==> src/rtl/multadd_seq.sv <==
// Sequencing controller for one multadd lane.
// Accepts add/sub/dot vector commands, streams operand pairs into the
// multadd unit and collects the accumulator output into a 2-entry result FIFO.
//
// Handshake rule used on every interface: a transfer happens on a rising
// clock edge exactly when valid and ready are both high in the preceding
// cycle; a valid side holds its payload stable until that transfer.
module multadd_seq #(
  parameter int vdw_p       = 32,
  parameter int len_width_p = 8
) (
  input  logic                   clk_i,
  input  logic                   reset_i,
  // command interface
  input  logic                   cmd_v_i,
  output logic                   cmd_ready_o,
  input  logic [1:0]             cmd_op_i,
  input  logic [len_width_p-1:0] cmd_len_i,
  // operand pair stream
  input  logic                   opd_v_i,
  output logic                   opd_ready_o,
  input  logic [vdw_p-1:0]       opd_a_i,
  input  logic [vdw_p-1:0]       opd_b_i,
  // multadd lane control
  output logic [vdw_p-1:0]       ma_a_o,
  output logic [vdw_p-1:0]       ma_b_o,
  output logic                   ma_alu_op_o,
  output logic                   ma_use_fma_o,
  output logic                   ma_fma_first_o,
  input  logic [vdw_p-1:0]       ma_data_i,
  // result stream
  output logic                   res_v_o,
  input  logic                   res_ready_i,
  output logic [vdw_p-1:0]       res_data_o,
  // status
  output logic                   busy_o,
  output logic [1:0]             dbg_state_o
);

  typedef enum logic [1:0] {
    S_IDLE  = 2'd0,
    S_ELEM  = 2'd1,
    S_DOT   = 2'd2,
    S_DRAIN = 2'd3
  } state_e;

  state_e                 state_q;
  logic                   op_sub_q;     // element op is subtract
  logic [len_width_p-1:0] rem_q;        // operand pairs still to issue
  logic                   first_q;      // no dot issue yet: keep fma_first high
  logic                   inflight_q;   // element issued last cycle, push ma_data_i now
  logic                   zero_q;       // empty dot accepted last cycle, push 0 now
  logic [1:0]             cnt_q;        // results in flight or in FIFO (incl. dot reservation)
  logic [1:0]             cnt_d;

  // result FIFO storage
  logic [vdw_p-1:0]       mem_q [2];
  logic                   rd_ptr_q;
  logic                   wr_ptr_q;
  logic [1:0]             occ_q;

  logic                   pop;
  logic                   push;
  logic [vdw_p-1:0]       push_data;
  logic                   cnt_lt2;
  logic                   cmd_fire;
  logic                   issue;
  logic                   elem_issue;
  logic                   dot_accept;
  logic                   rem_last;

  assign res_v_o     = (occ_q != 2'd0);
  assign res_data_o  = mem_q[rd_ptr_q];
  assign pop         = res_v_o & res_ready_i;
  assign cnt_lt2     = (cnt_q != 2'd2);
  assign rem_last    = (rem_q == len_width_p'(1));

  // A dot command needs a FIFO slot reserved up front for its single result.
  assign cmd_ready_o = (state_q == S_IDLE) & (~cmd_op_i[1] | cnt_lt2);
  assign cmd_fire    = cmd_v_i & cmd_ready_o;
  assign dot_accept  = cmd_fire & cmd_op_i[1];

  // Element mode may issue into a full count if a pop frees a slot this cycle.
  assign opd_ready_o = ((state_q == S_ELEM) & (cnt_lt2 | pop)) | (state_q == S_DOT);
  assign issue       = opd_v_i & opd_ready_o;
  assign elem_issue  = issue & (state_q == S_ELEM);

  // Zero operands on non-issue cycles so the accumulator holds during dot gaps.
  assign ma_a_o         = issue ? opd_a_i : '0;
  assign ma_b_o         = issue ? opd_b_i : '0;
  assign ma_alu_op_o    = (state_q == S_ELEM) & op_sub_q;
  assign ma_use_fma_o   = (state_q == S_DOT);
  assign ma_fma_first_o = (state_q == S_DOT) & first_q;

  // One push source is active per cycle: element echo, empty dot, or dot drain.
  assign push      = inflight_q | zero_q | (state_q == S_DRAIN);
  assign push_data = zero_q ? '0 : ma_data_i;

  assign busy_o      = (state_q != S_IDLE) | inflight_q | zero_q;
  assign dbg_state_o = state_q;

  // Next value of the outstanding-result count.
  always_comb begin
    cnt_d = cnt_q;
    if (elem_issue || dot_accept) cnt_d = cnt_d + 2'd1;
    if (pop)                      cnt_d = cnt_d - 2'd1;
  end

  // Command sequencing FSM and its bookkeeping registers.
  always_ff @(posedge clk_i or posedge reset_i) begin
    if (reset_i) begin
      state_q    <= S_IDLE;
      op_sub_q   <= 1'b0;
      rem_q      <= '0;
      first_q    <= 1'b0;
      inflight_q <= 1'b0;
      zero_q     <= 1'b0;
      cnt_q      <= 2'd0;
    end else begin
      cnt_q      <= cnt_d;
      inflight_q <= elem_issue;
      zero_q     <= dot_accept & (cmd_len_i == '0);
      unique case (state_q)
        S_IDLE: begin
          if (cmd_fire) begin
            op_sub_q <= cmd_op_i[0];
            rem_q    <= cmd_len_i;
            first_q  <= 1'b1;
            if (cmd_len_i != '0) begin
              state_q <= cmd_op_i[1] ? S_DOT : S_ELEM;
            end
          end
        end
        S_ELEM: begin
          if (issue) begin
            rem_q <= rem_q - len_width_p'(1);
            if (rem_last) state_q <= S_IDLE;
          end
        end
        S_DOT: begin
          if (issue) begin
            first_q <= 1'b0;
            rem_q   <= rem_q - len_width_p'(1);
            if (rem_last) state_q <= S_DRAIN;
          end
        end
        S_DRAIN: begin
          state_q <= S_IDLE;
        end
        default: state_q <= S_IDLE;
      endcase
    end
  end

  // Two-entry result FIFO; push and pop in the same cycle are both honoured.
  always_ff @(posedge clk_i or posedge reset_i) begin
    if (reset_i) begin
      mem_q[0] <= '0;
      mem_q[1] <= '0;
      rd_ptr_q <= 1'b0;
      wr_ptr_q <= 1'b0;
      occ_q    <= 2'd0;
    end else begin
      if (push) begin
        mem_q[wr_ptr_q] <= push_data;
        wr_ptr_q        <= ~wr_ptr_q;
      end
      if (pop) rd_ptr_q <= ~rd_ptr_q;
      occ_q <= occ_q + {1'b0, push} - {1'b0, pop};
    end
  end

endmodule

==> config.mk <==
export PLATFORM = sky130hd
export DESIGN_NAME = multadd_seq
export DESIGN_NICKNAME = d
export VERILOG_FILES = /design/src/rtl/multadd_seq.sv
export SDC_FILE = /design/constraint.sdc
export NUM_CORES = 1
export LEC_CHECK = 0
export CAP_MARGIN = 5
export CORE_UTILIZATION = 42
export DETAILED_ROUTE_END_ITERATION = 8
export PLACE_DENSITY_LB_ADDON = 0.1
export SLEW_MARGIN = 30
export SYNTH_ARGS = -nofsm -noshare
export SYNTH_HDL_FRONTEND = slang
export SYNTH_SLANG_ARGS = --single-unit
export TNS_END_PERCENT = 10
==> constraint.sdc <==
create_clock -name clk_i -period 4 [get_ports clk_i]
set_input_delay 1.2 -clock clk_i [delete_from_list [all_inputs] [get_ports clk_i]]
set_output_delay 1.2 -clock clk_i [all_outputs]
set_load 0.02 [all_outputs]
# ---- Yosys cells after proc, flatten, opt, wreduce, memory -nomap -nowiden
# Cells that the tools add are included.
dict set report word_totals {
  register_bits 84
  inputBits 111
  wordCells 93
}
dict set report classes {
  muxes 25
  n_lt_le_gt_ge 3
  n_eq_ne 12
  reduce_logical 14
  add_sub_neg 5
  bitwise 22
}
# cell n
set op_table {}
lappend op_table {{$mux W32} 7}
lappend op_table {{$bwmux W64} 1}
lappend op_table {{$demux W32 S1} 1}
lappend op_table {{$mux W2} 9}
lappend op_table {{$mux W8} 2}
lappend op_table {{$pmux W8 S2} 1}
lappend op_table {{$and A1 B1 Y1} 10}
lappend op_table {{$eq A8 B1 Y1 const B} 1}
lappend op_table {{$logic_not A8 Y1} 1}
lappend op_table {{$ne A2 B1 Y1 const B} 4}
lappend op_table {{$ne A2 B2 Y1 const B} 4}
lappend op_table {{$pmux W2 S4} 1}
lappend op_table {{$reduce_bool A2 Y1} 4}
lappend op_table {{$reduce_bool A8 Y1} 1}
lappend op_table {{$sub A8 B1 Y8 const B} 1}
lappend op_table {{$or A1 B1 Y1} 7}
lappend op_table {{$reduce_and A3 Y1} 2}
lappend op_table {{$reduce_and A6 Y1} 1}
lappend op_table {{$eq A2 B2 Y1 const B} 2}
lappend op_table {{$ge A2 B2 Y1 const B} 2}
lappend op_table {{$not A1 Y2} 2}
lappend op_table {{$not A1 Y1} 3}
lappend op_table {{$add A2 B1 Y2} 1}
lappend op_table {{$add A2 B1 Y2 const B} 1}
lappend op_table {{11 further kinds} 12}

# ---- Longest topological paths before layout
dict set report logic_depth {
  depth_word 11
  depth_mapped 8
}

# ---- Worst setup path after synthesis
# Ideal clock, no wire load.
dict set report synth_timing {
  path_type {input -> output}
  startpoint {in res_ready_i}
  endpoint {out ma_a_o[10]}
  setup_slack_ns 0.632
  path_stages 7
  t_arrival_ns 2.168
  required_ns 2.800
  path_buffers 2
  path_cell_list {o21ai_4 nand2_1 a21oi_2 nor2b_1 buf_2 clkbuf_1 and2_1}
}
dict set report synth_via {
  elab_chain_len 6
}
# element line
set synth_lines {}
lappend synth_lines {{start: declaration} 33} ;# input logic res_ready_i,
lappend synth_lines {{$and A1 B1 Y1} 74} ;# assign pop = res_v_o & res_ready_i;
lappend synth_lines {{$or A1 B1 Y1} 84} ;# assign opd_ready_o = ((state_q == S_ELEM) & (cnt_lt2 | pop)) | (state_q == S_DOT);
lappend synth_lines {{$and A1 B1 Y1} 84}
lappend synth_lines {{$or A1 B1 Y1} 84}
lappend synth_lines {{$and A1 B1 Y1} 85} ;# assign issue = opd_v_i & opd_ready_o;
lappend synth_lines {{$mux W32} 89} ;# assign ma_a_o = issue ? opd_a_i : '0;
lappend synth_lines {{end: declaration} 25} ;# output logic [vdw_p-1:0] ma_a_o,
# No other way between the ends.

# ---- Worst setup path in the final report
dict set report layout_timing {
  startpoint {in res_ready_i}
  endpoint {out ma_a_o[5]}
}
# Same word-level chain as after synthesis.

==> results.sh <==
export IMPL_finalWorstPathRequiredPeriod_ns=3.958
export IMPL_crit_fanout=32
export IMPL_path_clk_slew_ns=0.09
export IMPL_crit_type="primary input to output port"
export IMPL_place_congestion=0.7857
export IMPL_swShare_pct=42.97
export IMPL_placeableCoreArea_sq_um=10460
export IMPL_vias_in_the_first_global_route=4198
export IMPL_dieArea_sq_um=11310
export IMPL_met2WireLength_um=6491
export IMPL_clock_latency_reported_for_the_late_side_of_the_worst_skew_pair_ns=0.35
export IMPL_intPower_mw=3.037
export IMPL_floorplan_die_width_um=106.4
export IMPL_report_final_hold_viol_count=0
export IMPL_synth_async_reset_ratio_pct=100.0
export IMPL_timing_hold_worst_class="flop to flop"
export IMPL_sequentialPowerShare_pct=28.6
export IMPL_yosys_cell_types_count=40
export IMPL_ioPinCount=216
export IMPL_postSynthRegisterBits=84
export IMPL_global_route_overflow_total=0
export IMPL_critical_path_endpoint="ma_a_o[5]"
export IMPL_synthDominantAreaCellType="sky130_fd_sc_hd__dfrtp_1"
export IMPL_power_total_mw=5.325
export IMPL_number_of_enable_flip_flop_cells_after_synthesis=0
export IMPL_area_delta_synth_final_pct=49.92
export IMPL_dpl_hpwl_um=9568
export IMPL_postSynthCellCount=495
export IMPL_fin_worst_skew_ns=0.007722
export IMPL_grt_start_max_net_pins=65
export IMPL_clock_tree_buffer_depth=2
export IMPL_regToRegEndpoint="rem_q[4]"
export IMPL_number_of_nets_with_antenna_violations_after_detailed_routing=0
export IMPL_post_route_worst_setup_slack_ns=0.04196
export IMPL_core_rowCount=37
export IMPL_cellLeakagePower_nw=3.138
export IMPL_dr_first_iter_drc_count=215
export IMPL_topRoutingLayerUsed="met4"
export IMPL_met3RoutedLength_um=723
export IMPL_synth_fp_nets=616
export IMPL_slew_headroom_pct=53.45
export IMPL_number_of_buffers_created_by_cts=9
export IMPL_layout_cells_most_common="sky130_fd_sc_hd__clkdlybuf4s50_1"
export IMPL_floorplan_die_height_um=106.4
export IMPL_rsz0062_at_grt="yes"
export IMPL_vdd_drop_max_uv=570.0
export IMPL_final_net_count=821
export IMPL_synth_top_flop_cell="sky130_fd_sc_hd__dfrtp_1"
export IMPL_yosys_warning_count=0
export IMPL_cp_required_ns=2.80
export IMPL_ctsHoldBuffers=0
export IMPL_timing_max_cap_violations=0
export IMPL_drt_pre_antenna_iters=4
export IMPL_drc=0
export IMPL_worst_pin_slew_ns=0.6982
export IMPL_wire_length_of_the_first_global_routing_pass_um=20870
export IMPL_h_tree_depth=3
export IMPL_status="completed"
export IMPL_power_switching_mw=2.288
export IMPL_post_synth_instance_area_sq_um=4574
export IMPL_pre_cts_ws_ns=-0.3525
export IMPL_ctsRootBufferMaster="sky130_fd_sc_hd__clkbuf_8"
export IMPL_cts_sink_count=84
export IMPL_slew_viol_final=0
export IMPL_worst_r2r_setup_slack_ns=1.64
export IMPL_worstSetupEndpointType="output port"
export IMPL_starting_utilization_of_the_core_area_pct=43.72
export IMPL_cp_data_arrival_time_ns=2.76
export IMPL_cts_tree="built"
export IMPL_worst_setup_path_start_kind="primary input"
export IMPL_route_vias_total=4095
export IMPL_insertedDiodeCount=0
export IMPL_grt_usage_pct=23.54
export IMPL_wirelength_um=13110
export IMPL_post_synth_main_area_contributors="sky130_fd_sc_hd__dfrtp_1 (46%), sky130_fd_sc_hd__and2_1 (9.2%), sky130_fd_sc_hd__mux2_2 (8.1%)"
export IMPL_final_cell_mix="sky130_fd_sc_hd__clkdlybuf4s50_1 (151), sky130_fd_sc_hd__dfrtp_1 (84), sky130_fd_sc_hd__nand2_1 (82)"
export IMPL_synth_largest_type_area_fraction_pct=45.95
export IMPL_route_layer_met1_wl_um=5793
export IMPL_viasPerCell=4.869
export IMPL_share_comb_of_total_power_pct=60.7
export IMPL_grt_antenna_before_repair=0
export IMPL_r2r_cells=6
export IMPL_power_share_clock_pct=10.7
export IMPL_crit_start="res_ready_i"
export IMPL_r2r_start="dbg_state_o[1]"
export IMPL_finalSetupViolCount=0
export IMPL_place_port_buffers=215
export IMPL_final_min_period_over_clock_period_pct=98.95
export IMPL_wire_per_inst_um=15.59
export IMPL_ys_seq_area_share_pct=45.95
export IMPL_power_density_nw_per_um2=776.5
export IMPL_clock_fmax_mhz=252.7
export IMPL_synth_area_per_cell_sq_um=9.241
export IMPL_fraction_of_layout_instances_using_a_drive_strength_above_1_pct=19.29
routing by layer:
metal,GRT usage [%],vias up
li1,-,2044
met1,30.48,1926
met2,40.03,118
met3,5.763,7
met4,4.464,0
met5,0,-
critical path, stage by stage:
cell and delay (ns):
sky130_fd_sc_hd__clkdlybuf4s50_1 0.51, sky130_fd_sc_hd__o21ai_4 0.08, sky130_fd_sc_hd__nand2_2 0.10, sky130_fd_sc_hd__a21oi_4 0.07
sky130_fd_sc_hd__nor2b_4 0.18, sky130_fd_sc_hd__buf_12 0.18, sky130_fd_sc_hd__and2_1 0.14, sky130_fd_sc_hd__clkdlybuf4s15_1 0.30
final cells by class:
| class | instances | area [sq um] |
|---|---|---|
| fillers | 898 | 3605 |
| clock buffers | 10 | 137.6 |
| repair buffers | 225 | 2032 |
| flip-flops and latches | 84 | 2102 |
| inverters | 14 | 53.80 |
| clock inverters | 6 | 47.55 |
| well taps | 136 | 170.2 |
| multi-input cells | 366 | 2315 |
stage by stage:
stage | util [%] | std cells | setup TNS [ns] | hold WS, ns | area, sq um
5_1_grt | 65.55 | 841 | -0.03346 | 0.5107 | 6858
6_report | 65.55 | 841 | 0 | 0.4797 | 6858
3_3_place_gp | 65.52 | 823 | -20.08 | 0.4545 | 6855
4_1_cts | 66.86 | 841 | 0 | 0.4824 | 6995
2_1_floorplan | - | 495 | 0 | 0.4380 | 4574
3_5_place_dp | 65.59 | 823 | -21.14 | 0.4606 | 6863
how the worst min path moves through the flow:
stage              start   endpoint  slack, ns  depth (start not counted)
6_report       mem_q[23]  mem_q[23]       0.48                          2
5_1_grt        mem_q[55]  mem_q[55]       0.51                          2
4_1_cts         op_sub_q   op_sub_q       0.48                          2
3_5_place_dp    op_sub_q   op_sub_q       0.46                          2
3_3_place_gp    op_sub_q   op_sub_q       0.45                          2
2_1_floorplan   op_sub_q   op_sub_q       0.44                          2
cells by family after synthesis:
| kind of cell | share of synthesized area [%] |
|---|---|
| AND/OR/NAND/NOR | 24.78 |
| AO/OA/AOI/OAI | 12.12 |
| flip-flops | 45.95 |
| buffers and inverters | 4.048 |
| multiplexers | 9.218 |
| adder cells (fa/ha/maj) | 2.735 |
| XOR/XNOR | 1.149 |
power groups by stage:
stage / Combinational (mW) / Clock (mW) / Sequential (mW)
final: 3.23 / 0.568 / 1.52
after CTS: 3.29 / 0.580 / 1.53
after global placement: 3.24 / 0 / 1.51
after floorplan: 2.06 / 0 / 1.48
after detailed placement: 3.31 / 0 / 1.54
after global routing: 3.53 / 0.624 / 1.58
synth_stat cells (2+ instances only):
cell type and number:
sky130_fd_sc_hd__nor2_1 13, sky130_fd_sc_hd__clkbuf_1 18, sky130_fd_sc_hd__o22a_1 5, sky130_fd_sc_hd__o21ai_0 66, sky130_fd_sc_hd__a31oi_1 4, sky130_fd_sc_hd__nor2b_1 5
sky130_fd_sc_hd__nand2_1 83, sky130_fd_sc_hd__xnor2_1 6, sky130_fd_sc_hd__nor4_1 2, sky130_fd_sc_hd__ha_1 10, sky130_fd_sc_hd__inv_1 14, sky130_fd_sc_hd__and2_1 67
sky130_fd_sc_hd__mux2i_1 5, sky130_fd_sc_hd__buf_2 12, sky130_fd_sc_hd__nand2b_1 34, sky130_fd_sc_hd__or2_2 3, sky130_fd_sc_hd__nor3_1 3, sky130_fd_sc_hd__a22oi_1 2
sky130_fd_sc_hd__mux2_2 33, sky130_fd_sc_hd__dfrtp_1 84, sky130_fd_sc_hd__a21oi_1 7
flip-flops by register name, indices dropped and copies added, names as in the netlist:
signal / flops
first_q: 1
occ_q: 2
inflight_q: 1
cnt_q: 2
zero_q: 1
dbg_state_o: 2
rd_ptr_q: 1
mem_q: 64
wr_ptr_q: 1
op_sub_q: 1
rem_q: 8
timing repair:
| item | in CTS | in global routing |
|---|---|---|
| resized for setup | 184 | 43 |
| setup buffers | 1 | 0 |
| setup endpoints to repair | 64 | 30 |
| cloned | 1 | 0 |
| pin swaps | 1 | 0 |
| endpoints found under the hold margin | 0 | 0 |
No activity file was read; power rests on OpenSTA's default activity.
